[src/rtl/extbus_pkg.sv]
// Shared definitions for the external bus synchronizer: FSM encoding,
// parameter defaults and saturation limits.
package extbus_pkg;

  typedef enum logic [1:0] {
    StIdle    = 2'd0,
    StWrAct   = 2'd1,
    StRdAct   = 2'd2,
    StCollide = 2'd3
  } state_e;

  localparam int unsigned SYNC_STAGES_DEF = 2;
  localparam int unsigned MIN_LOW_DEF     = 2;

  localparam logic [2:0] LowCntMax = 3'd7;
  localparam logic [7:0] GlitchMax = 8'hFF;

  function automatic logic [2:0] low_cnt_inc(input logic [2:0] cnt);
    return (cnt == LowCntMax) ? cnt : cnt + 3'd1;
  endfunction

endpackage

[src/rtl/sync_ff.sv]
// Multi-stage flip-flop synchronizer for asynchronous inputs, with a
// configurable reset level per bit.
module sync_ff #(
  parameter int unsigned      WIDTH   = 1,
  parameter int unsigned      DEPTH   = 2,
  parameter logic [WIDTH-1:0] RST_VAL = '0
) (
  input  logic             i_clk,
  input  logic             i_rst_n,
  input  logic [WIDTH-1:0] i_d,
  output logic [WIDTH-1:0] o_q
);

  logic [WIDTH-1:0] r_stage [DEPTH];

  always_ff @(posedge i_clk or negedge i_rst_n) begin
    if (!i_rst_n) begin
      for (int unsigned i = 0; i < DEPTH; i++) begin
        r_stage[i] <= RST_VAL;
      end
    end else begin
      r_stage[0] <= i_d;
      for (int unsigned i = 1; i < DEPTH; i++) begin
        r_stage[i] <= r_stage[i-1];
      end
    end
  end

  assign o_q = r_stage[DEPTH-1];

endmodule

[src/rtl/extbus_sync.sv]
// External asynchronous bus slave front end: synchronizes pad signals,
// qualifies strobes by minimum low time and emits one-cycle bus pulses.
module extbus_sync
  import extbus_pkg::*;
#(
  parameter int unsigned SYNC_STAGES = SYNC_STAGES_DEF,
  parameter int unsigned MIN_LOW     = MIN_LOW_DEF
) (
  input  logic       clk25,
  input  logic       reset_n,
  input  logic       extbus_cs_n,
  input  logic       extbus_rd_n,
  input  logic       extbus_wr_n,
  input  logic [4:0] extbus_a,
  input  logic [7:0] extbus_d_in,
  output logic [7:0] extbus_d_out,
  output logic       extbus_d_oe,
  output logic [4:0] bus_addr,
  output logic [7:0] bus_wdata,
  output logic       bus_wr,
  output logic       bus_rd_start,
  output logic       bus_rd_end,
  input  logic [7:0] bus_rdata,
  output logic [7:0] glitch_cnt,
  output logic       collision,
  input  logic       status_clr
);

  localparam logic [2:0] MinLowCnt = 3'(MIN_LOW);

  logic [2:0]  w_strb_s;
  logic [12:0] w_bus_s;
  logic        w_rd;
  logic        w_wr;
  logic [4:0]  w_a_s;
  logic [7:0]  w_d_s;
  logic [2:0]  w_cnt_inc;
  logic        w_glitch_inc;
  logic        w_coll_set;

  state_e      r_state;
  logic [2:0]  r_low_cnt;
  logic        r_rd_started;
  logic        r_rd_fetch;
  logic [4:0]  r_bus_addr;
  logic [7:0]  r_bus_wdata;
  logic [7:0]  r_d_out;
  logic        r_oe;
  logic        r_bus_wr;
  logic        r_rd_start;
  logic        r_rd_end;
  logic [7:0]  r_glitch_cnt;
  logic        r_collision;

  sync_ff #(
    .WIDTH  (3),
    .DEPTH  (SYNC_STAGES),
    .RST_VAL(3'b111)
  ) u_sync_strb (
    .i_clk  (clk25),
    .i_rst_n(reset_n),
    .i_d    ({extbus_cs_n, extbus_rd_n, extbus_wr_n}),
    .o_q    (w_strb_s)
  );

  sync_ff #(
    .WIDTH  (13),
    .DEPTH  (SYNC_STAGES),
    .RST_VAL(13'h0)
  ) u_sync_bus (
    .i_clk  (clk25),
    .i_rst_n(reset_n),
    .i_d    ({extbus_a, extbus_d_in}),
    .o_q    (w_bus_s)
  );

  assign w_rd      = ~w_strb_s[2] & ~w_strb_s[1];
  assign w_wr      = ~w_strb_s[2] & ~w_strb_s[0];
  assign w_a_s     = w_bus_s[12:8];
  assign w_d_s     = w_bus_s[7:0];
  assign w_cnt_inc = low_cnt_inc(r_low_cnt);

  always_comb begin
    w_glitch_inc = 1'b0;
    w_coll_set   = 1'b0;
    unique case (r_state)
      StIdle:    w_coll_set = w_rd & w_wr;
      StWrAct: begin
        w_coll_set   = w_rd;
        w_glitch_inc = ~w_rd & ~w_wr & (r_low_cnt < MinLowCnt);
      end
      StRdAct: begin
        w_coll_set   = w_wr;
        w_glitch_inc = ~w_rd & ~w_wr & ~r_rd_started;
      end
      default: ;
    endcase
  end

  always_ff @(posedge clk25 or negedge reset_n) begin
    if (!reset_n) begin
      r_state      <= StIdle;
      r_low_cnt    <= 3'd0;
      r_rd_started <= 1'b0;
      r_rd_fetch   <= 1'b0;
      r_bus_addr   <= 5'h0;
      r_bus_wdata  <= 8'h0;
      r_d_out      <= 8'h0;
      r_oe         <= 1'b0;
      r_bus_wr     <= 1'b0;
      r_rd_start   <= 1'b0;
      r_rd_end     <= 1'b0;
    end else begin
      r_bus_wr   <= 1'b0;
      r_rd_start <= 1'b0;
      r_rd_end   <= 1'b0;
      r_rd_fetch <= r_rd_start;
      unique case (r_state)
        StIdle: begin
          // The cycle that triggers entry is already the first low cycle.
          r_low_cnt <= 3'd1;
          if (w_rd && w_wr) begin
            r_state <= StCollide;
          end else if (w_wr) begin
            r_state     <= StWrAct;
            r_bus_addr  <= w_a_s;
            r_bus_wdata <= w_d_s;
          end else if (w_rd) begin
            r_state      <= StRdAct;
            r_rd_started <= 1'b0;
            if (MinLowCnt <= 3'd1) begin
              r_rd_start   <= 1'b1;
              r_rd_started <= 1'b1;
              r_bus_addr   <= w_a_s;
            end
          end
        end
        StWrAct: begin
          if (w_rd) begin
            r_state <= StCollide;
          end else if (w_wr) begin
            r_low_cnt   <= w_cnt_inc;
            r_bus_addr  <= w_a_s;
            r_bus_wdata <= w_d_s;
          end else begin
            r_bus_wr <= (r_low_cnt >= MinLowCnt);
            r_state  <= StIdle;
          end
        end
        StRdAct: begin
          if (w_wr) begin
            r_state <= StCollide;
            r_oe    <= 1'b0;
          end else if (w_rd) begin
            r_low_cnt <= w_cnt_inc;
            if (!r_rd_started && (w_cnt_inc >= MinLowCnt)) begin
              r_rd_start   <= 1'b1;
              r_rd_started <= 1'b1;
              r_bus_addr   <= w_a_s;
            end
            // Load on both the start cycle and the one after, so either read
            // data timing of the register file is captured.
            if (r_rd_start || r_rd_fetch) begin
              r_d_out <= bus_rdata;
              r_oe    <= 1'b1;
            end
          end else begin
            r_rd_end <= r_rd_started;
            r_oe     <= 1'b0;
            r_state  <= StIdle;
          end
        end
        StCollide: begin
          r_oe <= 1'b0;
          if (!w_rd && !w_wr) begin
            r_state <= StIdle;
          end
        end
        default: r_state <= StIdle;
      endcase
    end
  end

  always_ff @(posedge clk25 or negedge reset_n) begin
    if (!reset_n) begin
      r_glitch_cnt <= 8'h0;
      r_collision  <= 1'b0;
    end else if (status_clr) begin
      r_glitch_cnt <= 8'h0;
      r_collision  <= 1'b0;
    end else begin
      if (w_glitch_inc && (r_glitch_cnt != GlitchMax)) begin
        r_glitch_cnt <= r_glitch_cnt + 8'd1;
      end
      if (w_coll_set) begin
        r_collision <= 1'b1;
      end
    end
  end

  assign extbus_d_out = r_d_out;
  assign extbus_d_oe  = r_oe;
  assign bus_addr     = r_bus_addr;
  assign bus_wdata    = r_bus_wdata;
  assign bus_wr       = r_bus_wr;
  assign bus_rd_start = r_rd_start;
  assign bus_rd_end   = r_rd_end;
  assign glitch_cnt   = r_glitch_cnt;
  assign collision    = r_collision;

endmodule

[config.mk]
export PLATFORM = sky130hd
export DESIGN_NAME = extbus_sync
export DESIGN_NICKNAME = d
export VERILOG_FILES = /design/src/rtl/extbus_pkg.sv /design/src/rtl/sync_ff.sv /design/src/rtl/extbus_sync.sv
export SDC_FILE = /design/constraint.sdc
export NUM_CORES = 1
export LEC_CHECK = 0
export CAP_MARGIN = 10
export CORE_UTILIZATION = 50
export DETAILED_ROUTE_END_ITERATION = 16
export PLACE_DENSITY = 0.9
export SYNTH_ARGS = -nofsm -noshare
export SYNTH_HDL_FRONTEND = slang
export SYNTH_SLANG_ARGS = --single-unit
[constraint.sdc]
create_clock -name clk25 -period 2.1 [get_ports clk25]
set_input_delay 0.42 -clock clk25 [delete_from_list [all_inputs] [get_ports clk25]]
set_output_delay 0.42 -clock clk25 [all_outputs]
set_load 0.005 [all_outputs]
==> results of run 1 <==
worst paths after layout:
path / start / endpoint / slack, ns / depth (start not counted)
worst min register to register: u_sync_bus.r_stage[20] / u_sync_bus.o_q[7] / 0.35 / 0
worst max-delay path: r_low_cnt[1] / bus_addr[0] / 0.06 / 6
min in group clk25: u_sync_bus.r_stage[20] / u_sync_bus.o_q[7] / 0.35 / 0
worst max register to register: r_low_cnt[1] / bus_addr[0] / 0.06 / 6
worst min-delay path: reset_n / glitch_cnt[0] / 0.09 / 1
max in group asynchronous: reset_n / u_sync_bus.o_q[1] / 1.39 / 2
cell type report:
type,count,share of cell area
Sequential cell,73,0.478
Multi-Input combinational cell,128,0.275
Timing Repair Buffer,66,0.168
Clock buffer,9,0.0323
Tap cell,72,0.0235
Clock inverter,6,0.0179
Inverter,6,0.00587
kinds of logic after synthesis:
| kind of cell | synth area share |
|---|---|
| flops | 0.629 |
| simple gates | 0.122 |
| compound gates | 0.0897 |
| mux | 0.103 |
| buf+inv | 0.0176 |
| fa+ha+maj | 0.0386 |
layer usage:
metal	GRT usage	part of all wire	up-vias
met1	0.198	0.43	911
met2	0.318	0.50	68
li1	-	-	897
met3	0.0628	0.058	9
met5	0	0	-
met4	0.0944	0.016	0
through the flow:
stage | total power (µW) | std cells
final | 4740 | 360
after global routing | 5030 | 360
after CTS | 4710 | 358
after detailed placement | 3620 | 343
after global placement | 3560 | 343
after floorplan | 2910 | 213
timing repair:
item	CTS	global route
setup buffers	0	2
setup endpoints to repair	0	6
resized for setup	0	4
power groups by stage:
stage                     clock [µW]  combinational, µW  sequential [µW]
after floorplan                    0               1020             1900
after global placement             0               1640             1910
after detailed placement           0               1700             1920
after CTS                       1090               1720             1900
after global routing            1150               1940             1940
final                           1060               1790             1900
registers in the layout, indices dropped and copies added, names as in the netlist:
signal               cells
collision                1
bus_wr                   1
extbus_d_out             8
r_rd_fetch               1
r_rd_started             1
extbus_d_oe              1
u_sync_bus.o_q          13
bus_rd_end               1
bus_rd_start             1
bus_addr                 5
u_sync_strb.r_stage      3
glitch_cnt               8
bus_wdata                8
u_sync_bus.r_stage      13
u_sync_strb.o_q          3
r_low_cnt                3
r_state                  2
placed cells by master (no fill, tap or decap), types with 6 or more instances in the layout:
cell type,Yosys,final
a21oi_1,11,11
buf_4,0,7
clkbuf_8,0,9
clkdlybuf4s50_1,0,59
dfrtp_1,67,67
dfstp_2,6,6
ha_1,9,8
inv_1,6,6
mux2_2,19,19
nand2_1,7,7
nor2_1,16,16
==> implementation parameters, run 1 <==
Parameter                              Value

Outcome
  Result of the run    completed

Power and ir drop
  Pwr dens    1240 nW/µm²
  P_sw    1460 µW
  Internal power consumption    3280 µW
  Cell leakage power    0.00164 µW
  Part of the power in the clock network    0.223
  Fraction of power spent switching nets    0.308
  Maximum vdd ir drop    0.771 mV
  Register share of total power    0.400
  Combinational group share of total power    0.378

Yosys
  Net Count, Synth    249
  Unique cell type count in the Yosys netlist    51
  Syn_area_per_cell    13.7 µm²
  Post-synthesis instance area    2910 µm²
  Portion of synthesized cell area occupied by the leading cell type    0.575
  Most common cell in the netlist    dfrtp_1
  Library cell with the largest summed area after synthesis    dfrtp_1
  Post-synth EDFFs    0
  Yosys warning count    0
  Sequential area share after synthesis    0.629
  Commonest cells in the synthesized netlist    dfrtp_1, mux2_2, nor2_1
  Number of instances in the synthesized netlist    213
  Most common flop cell mapped by yosys    dfrtp_1
  Flop and latch count out of synthesis    73
  Area contributors post-synth    dfrtp_1, mux2_2, dfstp_2
  Share of flip-flops with an asynchronous set or reset after synthesis    1.00

Detailed routing
  Average detailed-routed wire length per instance    13.9 µm
  Routed wire length    5.00 mm
  Number of nets with antenna violations after detailed routing    0
  Initial DRT Pass Iterations    4
  Vias after detailed routing    1,885
  Starting DRT DRC Count    46
  DR vias/cell    5.24
  Number of design rule violations left after detail routing    0

Critical path
  Critical Setup Path Class    flip-flop to flip-flop
  Maximum fanout encountered on the critical timing path    7
  Element type at the critical path end    flip-flop
  WP data required    2.33 ns
  Cell with the largest stage delay on the worst path    or4b_4
  Critical-path cell list    ha_1, or4b_4, a21oi_4, nor3_4, buf_4, mux2_4
  Biggest cell delay along the critical path    0.49 ns
  Category of cells accounting for the largest share of critical-path delay    simple AND/OR/NAND/NOR gates
  Worst Path Buf+Inv    1
  Crit start category    flip-flop
  Data arrival, critical path    2.27 ns

STA
  Sum of negative setup slack    0 ns
  RSZ-0062 raised after global routing    no
  Slew at the pin closest to its max-slew limit    0.626 ns
  Part of the cycle the worst path needs    0.973
  Final max-slew violation count    0
  Skew final    0.00799 ns
  Count of final hold-check violations    0
  Final critical-path setup slack    0.0576 ns
  Final period demand of the worst path    2.04 ns
  Worst slew margin relative to its limit    0.583
  WHS    0.0888 ns
  Count of final setup violators    0
  Highest attainable clock frequency    0.490 GHz

Placement
  Worst slack at placement    0.0818 ns
  Dpl hpwl    3.41 mm
  Count of input and output buffers    60
  Area post-placement    3600 µm²
  RePlAce Congestion    0.798

Layout
  Synthesis-to-finish area growth    31.6%
  Final nets    320
  Area used by sequential logic in the layout    1830 µm²
  Share of cells above drive strength 1    0.240
  Total of fill cells in the finished design    396
  Area of all placed cells without fillers    3840 µm²
  Area of combinational cells with multiple inputs    1050 µm²
  Antenna cell count    0
  Post-Route Utilization    0.688

Global route
  Initial antenna violation count    0
  Remaining Overflow, GRT    0
  GRT Resource Usage Total    0.184
  Via count of the first global-routing pass    1,926
  Maximum number of pins on one net before global-route repair    53
  First-pass GRT wire length    8.43 mm

Clock network
  Worst skew pair latency    0.34 ns
  Clock transition at the registers of the reported paths    0.08 ns
  CTS Sinks    73
  Number of levels in the clock H-tree    3
  TritonCTS clock tree    yes
  Number of buffers inserted during clock tree synthesis    9
  Root cell of the clock tree    clkbuf_8
  Buffers from clock root to sink, at most    2
  Count of hold-fix buffers inserted at cts    0

Die
  Die boundary width    78.3 µm
  Number of rows created at floorplan    27
  Placeable Area    5570 µm²
  Die area    6140 µm²
  I/O pin count    61
  Die height    78.3 µm
  Initial cell density of the core    0.523

Run
  Number of max-cap violations    0

Min path
  Worst min-delay path category    input pin to asynchronous set/reset pin
Power figures use the tool's default switching activity.
==> run 2: changes to the inputs <==
Settings changed: MAX_ROUTING_LAYER set to met4.
==> run 2 against run 1 <==
  * Non-clock buffer count unchanged
  * Clock-buffer cell count unchanged
  * Utilization unchanged
  * Register-to-register slack about the same
  * Combinational power about the same
  * Setup slack worse by 0.0018 ns
==> implementation parameters, run 2 (same netlist as run 1, synthesis figures left out) <==
Parameter                              Value

Critical path
  Crit start category    flip-flop (unchanged)
  Critical Setup Path Class    flip-flop to flip-flop (unchanged)
  Reg2Reg Depth    6 (unchanged)
  Slack of the worst reg-to-reg path    0.06 ns (about the same)
  Data arrival, critical path    2.28 ns (was 2.27 ns)
  Maximum fanout encountered on the critical timing path    7 (unchanged)
  Element type at the critical path end    flip-flop (unchanged)
  WP data required    2.33 ns (about the same)

Clock network
  CTS Sinks    73 (unchanged)
  Clock transition at the registers of the reported paths    0.08 ns (about the same)
  TritonCTS clock tree    yes (unchanged)
  Number of buffers inserted during clock tree synthesis    9 (unchanged)
  Root cell of the clock tree    clkbuf_8 (unchanged)
  Number of levels in the clock H-tree    3 (unchanged)
  Buffers from clock root to sink, at most    2 (unchanged)
  Count of hold-fix buffers inserted at cts    0 (unchanged)
  Worst skew pair latency    0.34 ns (about the same)

Layout
  Most used cells in the layout excluding fill and tap cells    dfrtp_1, clkdlybuf4s50_1, mux2_2 (unchanged)
  Share of cells above drive strength 1    0.240 (unchanged)
  Area of all placed cells without fillers    3840 µm² (unchanged)
  Most common cell after layout, fill and taps aside    dfrtp_1 (unchanged)
  Finished Layout Cells    360 (unchanged)
  Final nets    320 (unchanged)
  Synthesis-to-finish area growth    31.6% (unchanged)
  Antenna cell count    0 (unchanged)

STA
  Part of the cycle the worst path needs    0.973 (about the same)
  Slew at the pin closest to its max-slew limit    0.627 ns (was 0.626 ns)
  Count of final setup violators    0 (unchanged)
  Skew final    0.00825 ns (was 0.00799 ns)
  WHS    0.0886 ns (was 0.0888 ns)
  Final max-slew violation count    0 (unchanged)
  Count of final hold-check violations    0 (unchanged)
  Worst slew margin relative to its limit    0.582 (was 0.583)
  RSZ-0062 raised after global routing    no (unchanged)
  Sum of negative setup slack    0 ns (unchanged)
  Final period demand of the worst path    2.04 ns (about the same)
  Highest attainable clock frequency    0.489 GHz (was 0.490 GHz)

Die
  Die boundary width    78.3 µm (unchanged)
  I/O pin count    61 (unchanged)
  Initial cell density of the core    0.523 (unchanged)
  Die height    78.3 µm (unchanged)
  Number of rows created at floorplan    27 (unchanged)
  Die area    6140 µm² (unchanged)
  Placeable Area    5570 µm² (unchanged)

Min path
  Worst min-delay path category    input pin to asynchronous set/reset pin (unchanged)

Placement
  RePlAce Congestion    0.809 (was 0.798)
  Cell count after placement    343 (unchanged)
  Dpl hpwl    3.41 mm (unchanged)
  Count of input and output buffers    60 (unchanged)
  Area post-placement    3600 µm² (unchanged)

Power and ir drop
  Internal power consumption    3280 µW (about the same)
  Cell leakage power    0.00164 µW (unchanged)
  P_sw    1460 µW (about the same)
  Maximum vdd ir drop    0.772 mV (was 0.771 mV)
  Register share of total power    0.400 (about the same)
  Combinational group share of total power    0.378 (about the same)
  Part of the power in the clock network    0.222 (was 0.223)
  Fraction of power spent switching nets    0.308 (about the same)
  Pwr dens    1240 nW/µm² (about the same)
  Post-route total power    4740 µW (about the same)

Run
  Number of max-cap violations    0 (unchanged)

Global route
  Maximum number of pins on one net before global-route repair    53 (unchanged)
  Via count of the first global-routing pass    1,924 (was 1,926)
  Initial antenna violation count    0 (unchanged)
  First-pass GRT wire length    8.45 mm (was 8.43 mm)
  GRT Resource Usage Total    0.189 (was 0.184)
  Remaining Overflow, GRT    0 (unchanged)

Detailed routing
  Starting DRT DRC Count    49 (was 46)
  Number of design rule violations left after detail routing    0 (unchanged)
  Average detailed-routed wire length per instance    13.9 µm (about the same)
  Number of nets with antenna violations after detailed routing    0 (unchanged)
  Vias after detailed routing    1,888 (was 1,885)
  DR vias/cell    5.24 (about the same)
  Initial DRT Pass Iterations    5 (was 4)
  Routed wire length    5.02 mm (was 5.00 mm)

Outcome
  Result of the run    completed (unchanged)
==> run 2: worst paths after layout <==
kind                                        start                end
min                                       reset_n      glitch_cnt[0]
min in group clk25         u_sync_bus.r_stage[20]  u_sync_bus.o_q[7]
min reg2reg                u_sync_bus.r_stage[20]  u_sync_bus.o_q[7]
max in group asynchronous                 reset_n  u_sync_bus.o_q[1]
max                                  r_low_cnt[1]        bus_addr[0]
max reg2reg                          r_low_cnt[1]        bus_addr[0]
==> run 2: layer usage <==
| metal | vias up | global-route usage | part of all wire |
|---|---|---|---|
| met1 | 910 | 0.199 | 0.43 |
| met5 | - | - | 0 |
| met3 | 8 | 0.0674 | 0.055 |
| met4 | 0 | 0.0889 | 0.014 |
| li1 | 899 | - | - |
| met2 | 71 | 0.318 | 0.50 |
==> run 2: power groups by stage <==
stage               logic (µW)  clock network (µW)  registers (µW)
floorplan                 1020                   0            1900
global placement          1640                   0            1910
detailed placement        1700                   0            1920
CTS                       1720                1090            1900
global route              1940                1160            1940
finish                    1790                1050            1900
==> run 2: critical path: stages (launching register included) <==
cell and delay, ns:
dfrtp_1 0.46, ha_1 0.32, or4b_4 0.49, a21oi_4 0.16, nor3_4 0.05, buf_4 0.16
mux2_4 0.29
==> run 2: timing repair <==
| action | in CTS | in global routing |
|---|---|---|
| resized for setup | 0 | 4 |
| endpoints found under the setup margin | 0 | 6 |
| buffers inserted | 0 | 2 |
==> run 2: layout make-up <==
type                       instances  area, µm²
sequential                        73       1830
fill                             396       1740
multi-input combinational        128       1050
timing repair buffer              66        643
clock buffer                       9        124
tap                               72       90.1
clock inverter                     6       68.8
inverter                           6       22.5
==> run 2: stage by stage <==
step                setup slack [ns]   util
floorplan                      0.212      -
global placement               0.165  0.646
detailed placement            0.0818  0.646
CTS                           0.0712  0.681
global route                  0.0107  0.688
finish                        0.0558  0.688
==> run 3: changes to the inputs <==
Settings changed: SLEW_MARGIN set to 5.
==> results of run 3 <==
The final DEF is identical to that of run 2; final timing and power are the same.
